==> src/rtl/pwm_capture.sv <==
// rtl/pwm_capture.sv - measures high/low clk-cycle counts of each period of an incoming PWM signal
// Optional deglitcher after the synchroniser: define PWM_CAPTURE_GLITCH_FILTER_EN.
module pwm_capture #(
  parameter int WIDTH       = 16,
  parameter int SYNC_STAGES = 2
) (
  input  logic             clk,
  input  logic             reset,
  input  logic             enable,
  input  logic             pwm_in,
  output logic [WIDTH-1:0] high_cnt,
  output logic [WIDTH-1:0] low_cnt,
  output logic             valid,
  output logic             timeout,
  output logic             busy
);

  typedef enum logic [1:0] {
    ST_IDLE = 2'd0,
    ST_ARM  = 2'd1,
    ST_HIGH = 2'd2,
    ST_LOW  = 2'd3
  } state_t;

  localparam logic [WIDTH-1:0] CNT_MAX = '1;
  localparam logic [WIDTH-1:0] CNT_ONE = {{(WIDTH-1){1'b0}}, 1'b1};

  logic [SYNC_STAGES-1:0] r_sync;
  logic                   r_s_d;
  logic                   w_s;
  logic                   w_rise;
  logic                   w_fall;
  logic                   w_sat;

  state_t                 r_state;
  state_t                 w_state_nxt;

  logic [WIDTH-1:0]       r_cnt;
  logic [WIDTH-1:0]       w_cnt_nxt;
  logic [WIDTH-1:0]       r_hi_tmp;
  logic [WIDTH-1:0]       w_hi_tmp_nxt;
  logic [WIDTH-1:0]       r_high_cnt;
  logic [WIDTH-1:0]       w_high_cnt_nxt;
  logic [WIDTH-1:0]       r_low_cnt;
  logic [WIDTH-1:0]       w_low_cnt_nxt;
  logic                   r_valid;
  logic                   w_valid_nxt;
  logic                   r_timeout;
  logic                   w_timeout_nxt;
  logic                   r_busy;
  logic                   w_busy_nxt;

  always_ff @(posedge clk or posedge reset) begin
    if (reset) begin
      r_sync <= '0;
    end else begin
      r_sync <= {r_sync[SYNC_STAGES-2:0], pwm_in};
    end
  end

`ifdef PWM_CAPTURE_GLITCH_FILTER_EN
  logic r_filt;

  // The last two synchroniser flops must agree before the filtered level moves,
  // so a single-cycle pulse never reaches the edge detector.
  always_ff @(posedge clk or posedge reset) begin
    if (reset) begin
      r_filt <= 1'b0;
    end else if (r_sync[SYNC_STAGES-1] == r_sync[SYNC_STAGES-2]) begin
      r_filt <= r_sync[SYNC_STAGES-1];
    end
  end

  assign w_s = r_filt;
`else
  assign w_s = r_sync[SYNC_STAGES-1];
`endif

  always_ff @(posedge clk or posedge reset) begin
    if (reset) begin
      r_s_d <= 1'b0;
    end else begin
      r_s_d <= w_s;
    end
  end

  assign w_rise = w_s & ~r_s_d;
  assign w_fall = ~w_s & r_s_d;
  assign w_sat  = (r_cnt == CNT_MAX);

  always_ff @(posedge clk or posedge reset) begin
    if (reset) begin
      r_state <= ST_IDLE;
    end else begin
      r_state <= w_state_nxt;
    end
  end

  always_comb begin
    w_state_nxt = r_state;
    if (!enable) begin
      w_state_nxt = ST_IDLE;
    end else begin
      case (r_state)
        ST_IDLE: w_state_nxt = ST_ARM;
        ST_ARM:  if (w_rise) w_state_nxt = ST_HIGH;
        ST_HIGH: begin
          if (w_fall)     w_state_nxt = ST_LOW;
          else if (w_sat) w_state_nxt = ST_ARM;
        end
        ST_LOW: begin
          if (w_rise)     w_state_nxt = ST_HIGH;
          else if (w_sat) w_state_nxt = ST_ARM;
        end
        default: w_state_nxt = ST_IDLE;
      endcase
    end
  end

  // An edge is checked before saturation so a level of exactly CNT_MAX cycles is still reported.
  always_comb begin
    w_cnt_nxt      = r_cnt;
    w_hi_tmp_nxt   = r_hi_tmp;
    w_high_cnt_nxt = r_high_cnt;
    w_low_cnt_nxt  = r_low_cnt;
    w_valid_nxt    = 1'b0;
    w_timeout_nxt  = 1'b0;
    if (!enable) begin
      w_cnt_nxt = '0;
    end else begin
      case (r_state)
        ST_IDLE: w_cnt_nxt = '0;
        ST_ARM:  if (w_rise) w_cnt_nxt = CNT_ONE;
        ST_HIGH: begin
          if (w_fall) begin
            w_hi_tmp_nxt = r_cnt;
            w_cnt_nxt    = CNT_ONE;
          end else if (w_sat) begin
            w_timeout_nxt = 1'b1;
            w_cnt_nxt     = '0;
          end else begin
            w_cnt_nxt = r_cnt + CNT_ONE;
          end
        end
        ST_LOW: begin
          if (w_rise) begin
            w_high_cnt_nxt = r_hi_tmp;
            w_low_cnt_nxt  = r_cnt;
            w_valid_nxt    = 1'b1;
            w_cnt_nxt      = CNT_ONE;
          end else if (w_sat) begin
            w_timeout_nxt = 1'b1;
            w_cnt_nxt     = '0;
          end else begin
            w_cnt_nxt = r_cnt + CNT_ONE;
          end
        end
        default: w_cnt_nxt = '0;
      endcase
    end
  end

  assign w_busy_nxt = (w_state_nxt == ST_HIGH) || (w_state_nxt == ST_LOW);

  always_ff @(posedge clk or posedge reset) begin
    if (reset) begin
      r_cnt      <= '0;
      r_hi_tmp   <= '0;
      r_high_cnt <= '0;
      r_low_cnt  <= '0;
      r_valid    <= 1'b0;
      r_timeout  <= 1'b0;
      r_busy     <= 1'b0;
    end else begin
      r_cnt      <= w_cnt_nxt;
      r_hi_tmp   <= w_hi_tmp_nxt;
      r_high_cnt <= w_high_cnt_nxt;
      r_low_cnt  <= w_low_cnt_nxt;
      r_valid    <= w_valid_nxt;
      r_timeout  <= w_timeout_nxt;
      r_busy     <= w_busy_nxt;
    end
  end

  assign high_cnt = r_high_cnt;
  assign low_cnt  = r_low_cnt;
  assign valid    = r_valid;
  assign timeout  = r_timeout;
  assign busy     = r_busy;

endmodule
==> config.mk <==
export PLATFORM = sky130hd
export DESIGN_NAME = pwm_capture
export DESIGN_NICKNAME = d
export VERILOG_FILES = /design/src/rtl/pwm_capture.sv
export SDC_FILE = /design/constraint.sdc
export NUM_CORES = 1
export LEC_CHECK = 0
export BUFFER_PORTS_ARGS = -buffer_cell sky130_fd_sc_hd__buf_2
export CORE_ASPECT_RATIO = 1.25
export CORE_MARGIN = 1.5
export CORE_UTILIZATION = 50
export CTS_CLUSTER_SIZE = 25
export DETAILED_ROUTE_END_ITERATION = 16
export GPL_TIMING_DRIVEN = 0
export MAX_ROUTING_LAYER = met4
export PLACE_DENSITY = 0.82
export SLEW_MARGIN = 10
export SYNTH_ARGS = -nofsm -noshare
export SYNTH_HDL_FRONTEND = slang
export SYNTH_SLANG_ARGS = --single-unit
==> constraint.sdc <==
create_clock -name clk -period 2.3 [get_ports clk]
set_input_delay 0.23 -clock clk [delete_from_list [all_inputs] [get_ports clk]]
set_output_delay 0.23 -clock clk [all_outputs]
set_load 0.03 [all_outputs]
=== Yosys cells after proc, flatten, opt, wreduce, memory -nomap -nowiden ===
Cells that the tools add are included.

* Bits in registers: 72
* Latch bits: 0
* RAM bits: 0
* ROM bits: 0
* Input bits: 4
* Output and inout port bits: 35
* Word-level logic and storage cells: 46
* Memories: 0

* $add $sub $neg: 1
* Multipliers: 0
* Div/mod/pow operators: 0
* $lt $le $gt $ge: 0
* Eq/ne operators: 7
* Shifts and indexed selects: 0
* Muxes and demuxes: 20
* Bitwise gates (word level): 4
* Reduce and logical (&&, ||, !) cells: 4

{| class="wikitable"
|+ Operators by type and width
! operator !! count
|-
| $mux W16 || 5
|-
| $pmux W16 S4 || 1
|-
| $add A16 B1 Y16 const B || 1
|-
| $eq A16 B16 Y1 const B || 1
|-
| $mux W2 || 5
|-
| $eq A2 B2 Y1 const B || 4
|-
| $pmux W2 S4 || 1
|-
| $mux W1 || 7
|-
| $reduce_and A3 Y1 || 2
|-
| $ne A3 B3 Y1 const B || 1
|-
| $and A1 B1 Y1 || 2
|-
| $eq A2 B1 Y1 const B || 1
|-
| $logic_not A2 Y1 || 1
|-
| $not A1 Y1 || 2
|-
| $pmux W1 S2 || 1
|-
| $logic_or A1 B1 Y1 || 1
|}

=== Longest topological paths before layout ===
Gate-level depths: netlist (run 1).

* Word-level depth: 7
* Depth in mapped cells: 7
* Gate-level depth less buffers: 5

=== Least setup slack after synthesis (run 1) ===
OpenSTA, ideal clock, no wires.

* Kind: register -> register
* Start point: register r_cnt[1]
* End point: register r_cnt[1]
* Library setup time: 121 ps
* Arrival: 1851 ps
* Slack: 328 ps
* Cell stages (with the launch flop): 7
* Clock period less this slack: 1972 ps
* Cells stage by stage: dfrtp_1 ha_1 nand4_2 or4_1 buf_6 and2_4 a22o_1

* Word-level cells in the longest chain between the ends: 5
* Elaborated cells on any way between the ends: 7
* Those cells by class: add/sub: 1; eq/ne: 1; mux: 5

{| class="wikitable"
|+ RTL lines
! element !! line !! text
|-
| from (decl) || 38 || <nowiki>logic [WIDTH-1:0] r_cnt;</nowiki>
|-
| from (signal assigned) || 175 || <nowiki>r_cnt <= w_cnt_nxt;</nowiki>
|-
| $add A16 B1 Y16 or $eq A16 B16 Y1 (tied branches) || 142, 155, 89 ||
|-
| $mux W16 * || 138, 151 ||
|-
| $mux W16, on equally long branches || 146, 135 ||
|-
| $pmux W16 S4 * || 131 || <nowiki>case (r_state)</nowiki>
|-
| $mux W16 * || 128 || <nowiki>if (!enable) begin</nowiki>
|}

Mark *: on every way between the ends. The rest lies on a longest branch, timed or not.
A chain may end at the register's enable or synchronous reset.

=== Worst setup path after layout (run 1) ===
* Start point: register r_cnt[1]
* End point: register r_cnt[5]

Same word-level chain as after synthesis.

==> results of run 1 <==
==> stage by stage <==
| stage | power [mW] | worst slack [ns] |
|---|---|---|
| 5_1_grt | 2.37 | 0.0321 |
| 6_report | 2.29 | 0.155 |
| 3_3_place_gp | 1.38 | -0.499 |
| 2_1_floorplan | 1.36 | 0.245 |
| 4_1_cts | 2.32 | 0.0683 |
| 3_5_place_dp | 1.39 | 0.0848 |
==> cells by family after synthesis <==
group,Yosys count
DFF,72
xor gates and xnor gates,1
and+or+nand+nor,70
buffers and inverters,16
AOI/OAI and AO/OA,29
adders and majority gates,1
muxes,49
==> metal layers <==
metal | wire length, um | global-route usage
met1 | 2540 | 0.247
met2 | 2930 | 0.322
met3 | 201 | 0.0346
met4 | 195 | 0.124
met5 | 0 | -
==> final cells by class <==
class                      instances  area (um^2)  share of cell area
clock buffer                      10          128              0.0355
inverter                           4         17.5             0.00488
sequential                        72         1800               0.502
clock inverter                     4         47.5              0.0132
timing repair buffer              41          230              0.0641
buffer                            12         66.3              0.0185
tap                               82          103              0.0286
multi-input combinational        150         1200               0.333
==> worst max-delay path: cells and delay by family, from the launching register on <==
family | cells | cell delay [ns]
multiplexers | 1 | 0.09
AO/OA/AOI/OAI | 1 | 0.16
adder cells (fa/ha/maj) | 1 | 0.29
AND/OR/NAND/NOR | 2 | 0.73
buffers and inverters | 2 | 0.30
flip-flops | 1 | 0.46
==> registers in the layout, summed over array words and instances, names as in the netlist <==
signal / cells
low_cnt: 16
high_cnt: 16
r_s_d: 1
r_sync: 2
r_cnt: 16
r_state: 2
timeout: 1
r_hi_tmp: 16
busy: 1
valid: 1
==> power by group through the flow <==
| stage | sequential [mW] | combinational, mW | clock, mW |
|---|---|---|---|
| after floorplan | 1.31 | 0.0525 | 0 |
| after global placement | 1.31 | 0.0749 | 0 |
| after detailed placement | 1.31 | 0.0821 | 0 |
| after CTS | 1.28 | 0.0850 | 0.945 |
| after global routing | 1.29 | 0.0952 | 0.994 |
| final | 1.29 | 0.0839 | 0.917 |
==> cells in the final DEF (no fill, tap or decap), types with 3 or more instances in the layout <==
cell | Yosys | final
mux2_2 | 48 | 48
a21o_1 | 3 | 3
nand3_1 | 8 | 8
nor2_1 | 8 | 8
nand4b_1 | 3 | 3
nor3_1 | 4 | 4
o21ai_1 | 3 | 3
clkbuf_1 | 4 | 5
a31oi_1 | 5 | 5
clkbuf_8 | 0 | 9
inv_1 | 4 | 3
a22o_1 | 4 | 4
dfrtp_1 | 72 | 70
buf_2 | 5 | 43
nand4_1 | 5 | 5
nand2_1 | 14 | 14
==> worst max-delay path by stage <==
| stage | start | to | depth (start not counted) |
|---|---|---|---|
| floorplan | reset | busy$_DFF_PP0_ | 1 |
| global placement | reset | r_sync[0]$_DFF_PP0_ | 2 |
| detailed placement | r_cnt[0]$_DFFE_PP0P_ | r_cnt[5]$_DFFE_PP0P_ | 7 |
| CTS | r_cnt[0]$_DFFE_PP0P_ | r_cnt[5]$_DFFE_PP0P_ | 7 |
| global route | r_cnt[1]$_DFFE_PP0P_ | r_cnt[0]$_DFFE_PP0P_ | 6 |
| finish | r_cnt[1]$_DFFE_PP0P_ | r_cnt[5]$_DFFE_PP0P_ | 7 |
==> what timing repair did <==
item / CTS / global route
hold buffers: 2 / 0
resized for setup: 0 / 2
endpoints found under the hold margin: 35 / 0
endpoints found under the setup margin: 0 / 7
==> results.json, run 1 <==
{
  "status": "completed",
  "drive_gt1_frac": 0.413,
  "synth_most_common_cell": "dfrtp_1",
  "post_drt_wl_per_cell_um": 15.7,
  "core_area_mm2": 0.00586,
  "avgViaCountPerCell": 5.62,
  "sw_frac_of_total": 0.218,
  "seq_area_frac_synth": 0.585,
  "placed_area_mm2": 0.00339,
  "synth_area_mm2": 0.00308,
  "worst-r2r-cell-count": 7,
  "synth_mux_area_frac": 0.179,
  "first_pass_iters": 4,
  "stdcell_area_mm2": 0.00359,
  "cpPeakStageDelay_ns": 0.56,
  "grt_pass1_wl_um": 10100,
  "fin_tns_setup_ns": 0,
  "cellLeakagePower_nw": 1.80,
  "rrSetupSlack_ns": 0.15,
  "postSynthAreaPerCell_um2": 12.9,
  "dieArea_mm2": 0.00664,
  "grt_max_degree": 39,
  "cts_made_buffers": 9,
  "slew_violations": 0,
  "setup_violations": 0,
  "synthDominantCellAreaShare": 0.585,
  "syn_inst": 238,
  "vdd_drop_max_v": 0.000402,
  "critical_path.cell_chain": "ha_1 -> nand4_2 -> or4_1 -> buf_6 -> buf_6 -> a31oi_1 -> mux2i_1",
  "maxCapViolations": 0,
  "nets": 295,
  "synth_fa_ha_area_frac": 0.00406,
  "synthToLayoutAreaGrowth_pct": 16.7,
  "arrival_ns": 2.38,
  "tightest_slew_ns": 0.689,
  "finalClockSkew_ns": 0.00574,
  "num_rows": 31,
  "tritoncts": "yes",
  "clock_sinks": 72,
  "postCtsSetupBuffers": 0,
  "min_from": "enable",
  "grt.total_usage": 0.207,
  "layout_min_cycle_time_ns": 2.15,
  "r2r_start": "r_cnt[1]$_DFFE_PP0P_",
  "yosys_warnings": 0,
  "grt_overflow_total": 0,
  "initial_core_util": 0.526,
  "p_sw_uw": 498,
  "max_freq_ghz": 0.466,
  "fin_cells": 375,
  "yosys.area_share.simple": 0.137,
  "synthXorXnorAreaFrac": 0.00284,
  "p_per_area_mw_per_mm2": 636,
  "route.detailed.drc": 0,
  "critical_path.endpoint_type": "flip-flop",
  "cp_common_cell": "buf_6",
  "hp-class": "primary input to flip-flop",
  "crit_path_max_fanout": 10,
  "antenna_found_initial": 0,
  "p_comb_frac": 0.037,
  "htreeDepth": 3,
  "synth_top_family_by_area": "multiplexers",
  "synthArstFlopShare": 1.00,
  "die_y_um": 90.7,
  "synthDistinctLibCells": 49,
  "gp_congestion": 0.914,
  "internal_power_mw": 1.79,
  "hold_viol": 0,
  "via_count": 2108,
  "first_global_vias": 2116,
  "rsz0062_at_grt": "false",
  "portBuffers": 38,
  "yosys-top-cells-area": "dfrtp_1 (59%), mux2_2 (18%), nand2_1 (1.7%)",
  "crit_required_ns": 2.53,
  "seqPwrFrac": 0.562,
  "clockBufferDepth": 2,
  "ant_nets": 0,
  "synth_common_cells": "dfrtp_1 (72), mux2_2 (48), nand2_1 (14)",
  "clkPwrFrac": 0.401,
  "pin_count": 39,
  "synthFlopType": "dfrtp_1",
  "cts-root-buf": "clkbuf_8",
  "place_hpwl_um": 4040,
  "fin_util": 0.613,
  "synth_edf_count": 0,
  "synth_top_area_cell": "dfrtp_1",
  "place_inst": 359,
  "path_class": "flip-flop to flip-flop",
  "cp_slowest_cell": "or4_1",
  "diodes": 0,
  "critPathLaunchType": "flip-flop",
  "clk_pin_slew_ns": 0.07,
  "synth_compound_area_frac": 0.0662,
  "wirelength_um": 5870,
  "hold_slack_ns": 0.175,
  "drt-initial-drc-count": 92,
  "syn_nets": 243,
  "ys_ff_latch": 72,
  "min_path_cells": 2,
  "clk_latency_ns": 0.35,
  "timing.final.crit_share": 0.933,
  "fillers": 480,
  "whs_endpoint": "busy$_DFF_PP0_",
  "rr_endpoint": "r_cnt[5]$_DFFE_PP0P_",
  "max_slew_margin": 0.538,
  "die_width_um": 73.2
}
Power figures use the tool's default switching activity.
==> run 2, diff against run 1 <==
- REMOVE_ABC_BUFFERS: default -> 1
==> results.json, run 2 (synthesized netlist as in run 1, its figures left out) <==
{
  "status": "completed",
  "cp_slowest_cell": "or4_4",
  "first_global_vias": 2040,
  "clock_sinks": 72,
  "drt-initial-drc-count": 163,
  "maxCapViolations": 0,
  "path_class": "flip-flop to flip-flop",
  "crit_family": "simple AND/OR/NAND/NOR gates",
  "p_comb_frac": 0.031,
  "max_freq_ghz": 0.456,
  "tritoncts": "yes",
  "p_total_mw": 2.68,
  "gp_congestion": 0.869,
  "place_hpwl_um": 3800,
  "path_buf_inv": 0,
  "via_count": 2011,
  "internal_power_mw": 2.16,
  "endpoint": "r_cnt[1]$_DFFE_PP0P_",
  "layout_min_cycle_time_ns": 2.19,
  "rr_endpoint": "r_cnt[1]$_DFFE_PP0P_",
  "grt_overflow_total": 0,
  "portBuffers": 38,
  "critical_path.cell_chain": "ha_1 -> nand4_2 -> or4_4 -> and2_4 -> a22o_1",
  "avgViaCountPerCell": 5.49,
  "route.detailed.drc": 0,
  "grt.total_usage": 0.194,
  "initial_core_util": 0.526,
  "slew_violations": 0,
  "crit_path_max_fanout": 18,
  "ant_nets": 0,
  "tightest_slew_ns": 0.867,
  "htreeDepth": 3,
  "finalClockSkew_ns": 0.00806,
  "dp_slack_ns": -0.183,
  "crit_required_ns": 2.54,
  "hp-class": "primary input to flip-flop",
  "crit_path_start": "r_cnt[1]$_DFFE_PP0P_",
  "worstSetupPathDepth": 5,
  "r2r_start": "r_cnt[1]$_DFFE_PP0P_",
  "drive_gt1_frac": 0.419,
  "vdd_drop_max_v": 0.000495,
  "first_pass_iters": 4,
  "synthToLayoutAreaGrowth_pct": 19.2,
  "cts_made_buffers": 9,
  "clockBufferDepth": 2,
  "rsz0062_at_grt": "false",
  "post_drt_wl_per_cell_um": 15.2,
  "cts-root-buf": "clkbuf_8",
  "sw_frac_of_total": 0.194,
  "core_area_mm2": 0.00586,
  "setup_violations": 0,
  "hold_viol": 0,
  "num_rows": 31,
  "worst-r2r-cell-count": 5,
  "multiInputGateArea_mm2": 0.00122,
  "rrSetupSlack_ns": 0.11,
  "layout_common_cells": "dfrtp_1 (70), mux2_2 (48), buf_2 (38)",
  "critical_path.endpoint_type": "flip-flop",
  "grt_pass1_wl_um": 9490,
  "clk_pin_slew_ns": 0.07,
  "arrival_ns": 2.43,
  "critPathLaunchType": "flip-flop",
  "clk_latency_ns": 0.35,
  "max_slew_margin": 0.420,
  "p_sw_uw": 519,
  "grt_max_degree": 38,
  "seqPwrFrac": 0.479,
  "diodes": 0,
  "timing.final.crit_share": 0.953,
  "wirelength_um": 5580,
  "die_width_um": 73.2,
  "worst_slack_ns": 0.109,
  "register_area_mm2": 0.00180,
  "die_y_um": 90.7,
  "fillers": 443,
  "pin_count": 39,
  "cpPeakStageDelay_ns": 0.71,
  "dieArea_mm2": 0.00664,
  "clkPwrFrac": 0.489,
  "nets": 284,
  "p_per_area_mw_per_mm2": 731,
  "cellLeakagePower_nw": 1.81,
  "layout_commonest_cell": "dfrtp_1",
  "antenna_found_initial": 0
}
[run 2: cell types whose count changed in the layout (fill, tap and decap cells not counted), sizes merged]
| cell | change |
|---|---|
| bufinv | +3 |
| clkinv | -2 |
| clkbuf | -3 |
| buf | -7 |
[run 2: repair_timing]
action                     in CTS  in global routing
setup endpoints to repair      16                  4
gates resized for setup         2                  2
hold buffers                    2                  0
buffers inserted                0                  0
hold endpoints to repair       36                  0
[run 2: layout make-up]
cell class,count,area share
Inverter,4,0.00477
Clock inverter,5,0.0348
Sequential cell,72,0.491
Timing Repair Buffer,42,0.0702
Multi-Input combinational cell,150,0.332
Clock buffer,11,0.0385
Tap cell,82,0.0279
[run 2: stage by stage]
step | cell area [um^2] | instances | setup TNS, ns | hold WS [ns] | util
after floorplan | 3010 | 226 | -10.36 | 0.261 | -
after CTS | 3670 | 366 | 0 | 0.156 | 0.626
after detailed placement | 3370 | 348 | -0.890 | 0.279 | 0.575
after global placement | 3310 | 346 | -69.12 | 0.335 | 0.564
after global routing | 3670 | 366 | 0 | 0.156 | 0.627
final | 3670 | 366 | 0 | 0.172 | 0.627
[run 2: power by group through the flow]
stage               registers [mW]  logic (mW)  clock network, mW
floorplan                     1.31      0.0514                  0
global placement              1.31      0.0734                  0
detailed placement            1.31      0.0828                  0
CTS                           1.28      0.0869               1.34
global route                  1.29      0.0949               1.40
finish                        1.29      0.0844               1.31
[run 2: routing by layer]
layer / routed length [um] / track usage
met1: 2360 / 0.230
met3: 269 / 0.0714
met2: 2850 / 0.289
met5: 0 / -
met4: 99 / 0.0912
[run 2: how the worst min path moves through the flow]
stage,start,endpoint,slack (ns),cells past startpoint
floorplan,pwm_in,r_sync[0]$_DFF_PP0_,0.26,0
global placement,r_sync[0]$_DFF_PP0_,r_sync[1]$_DFF_PP0_,0.34,0
finish,enable,r_state[1]$_DFF_PP0_,0.17,2
global route,enable,r_state[1]$_DFF_PP0_,0.16,2
CTS,enable,r_state[1]$_DFF_PP0_,0.16,2
detailed placement,reset,high_cnt[3]$_DFFE_PP0P_,0.28,2
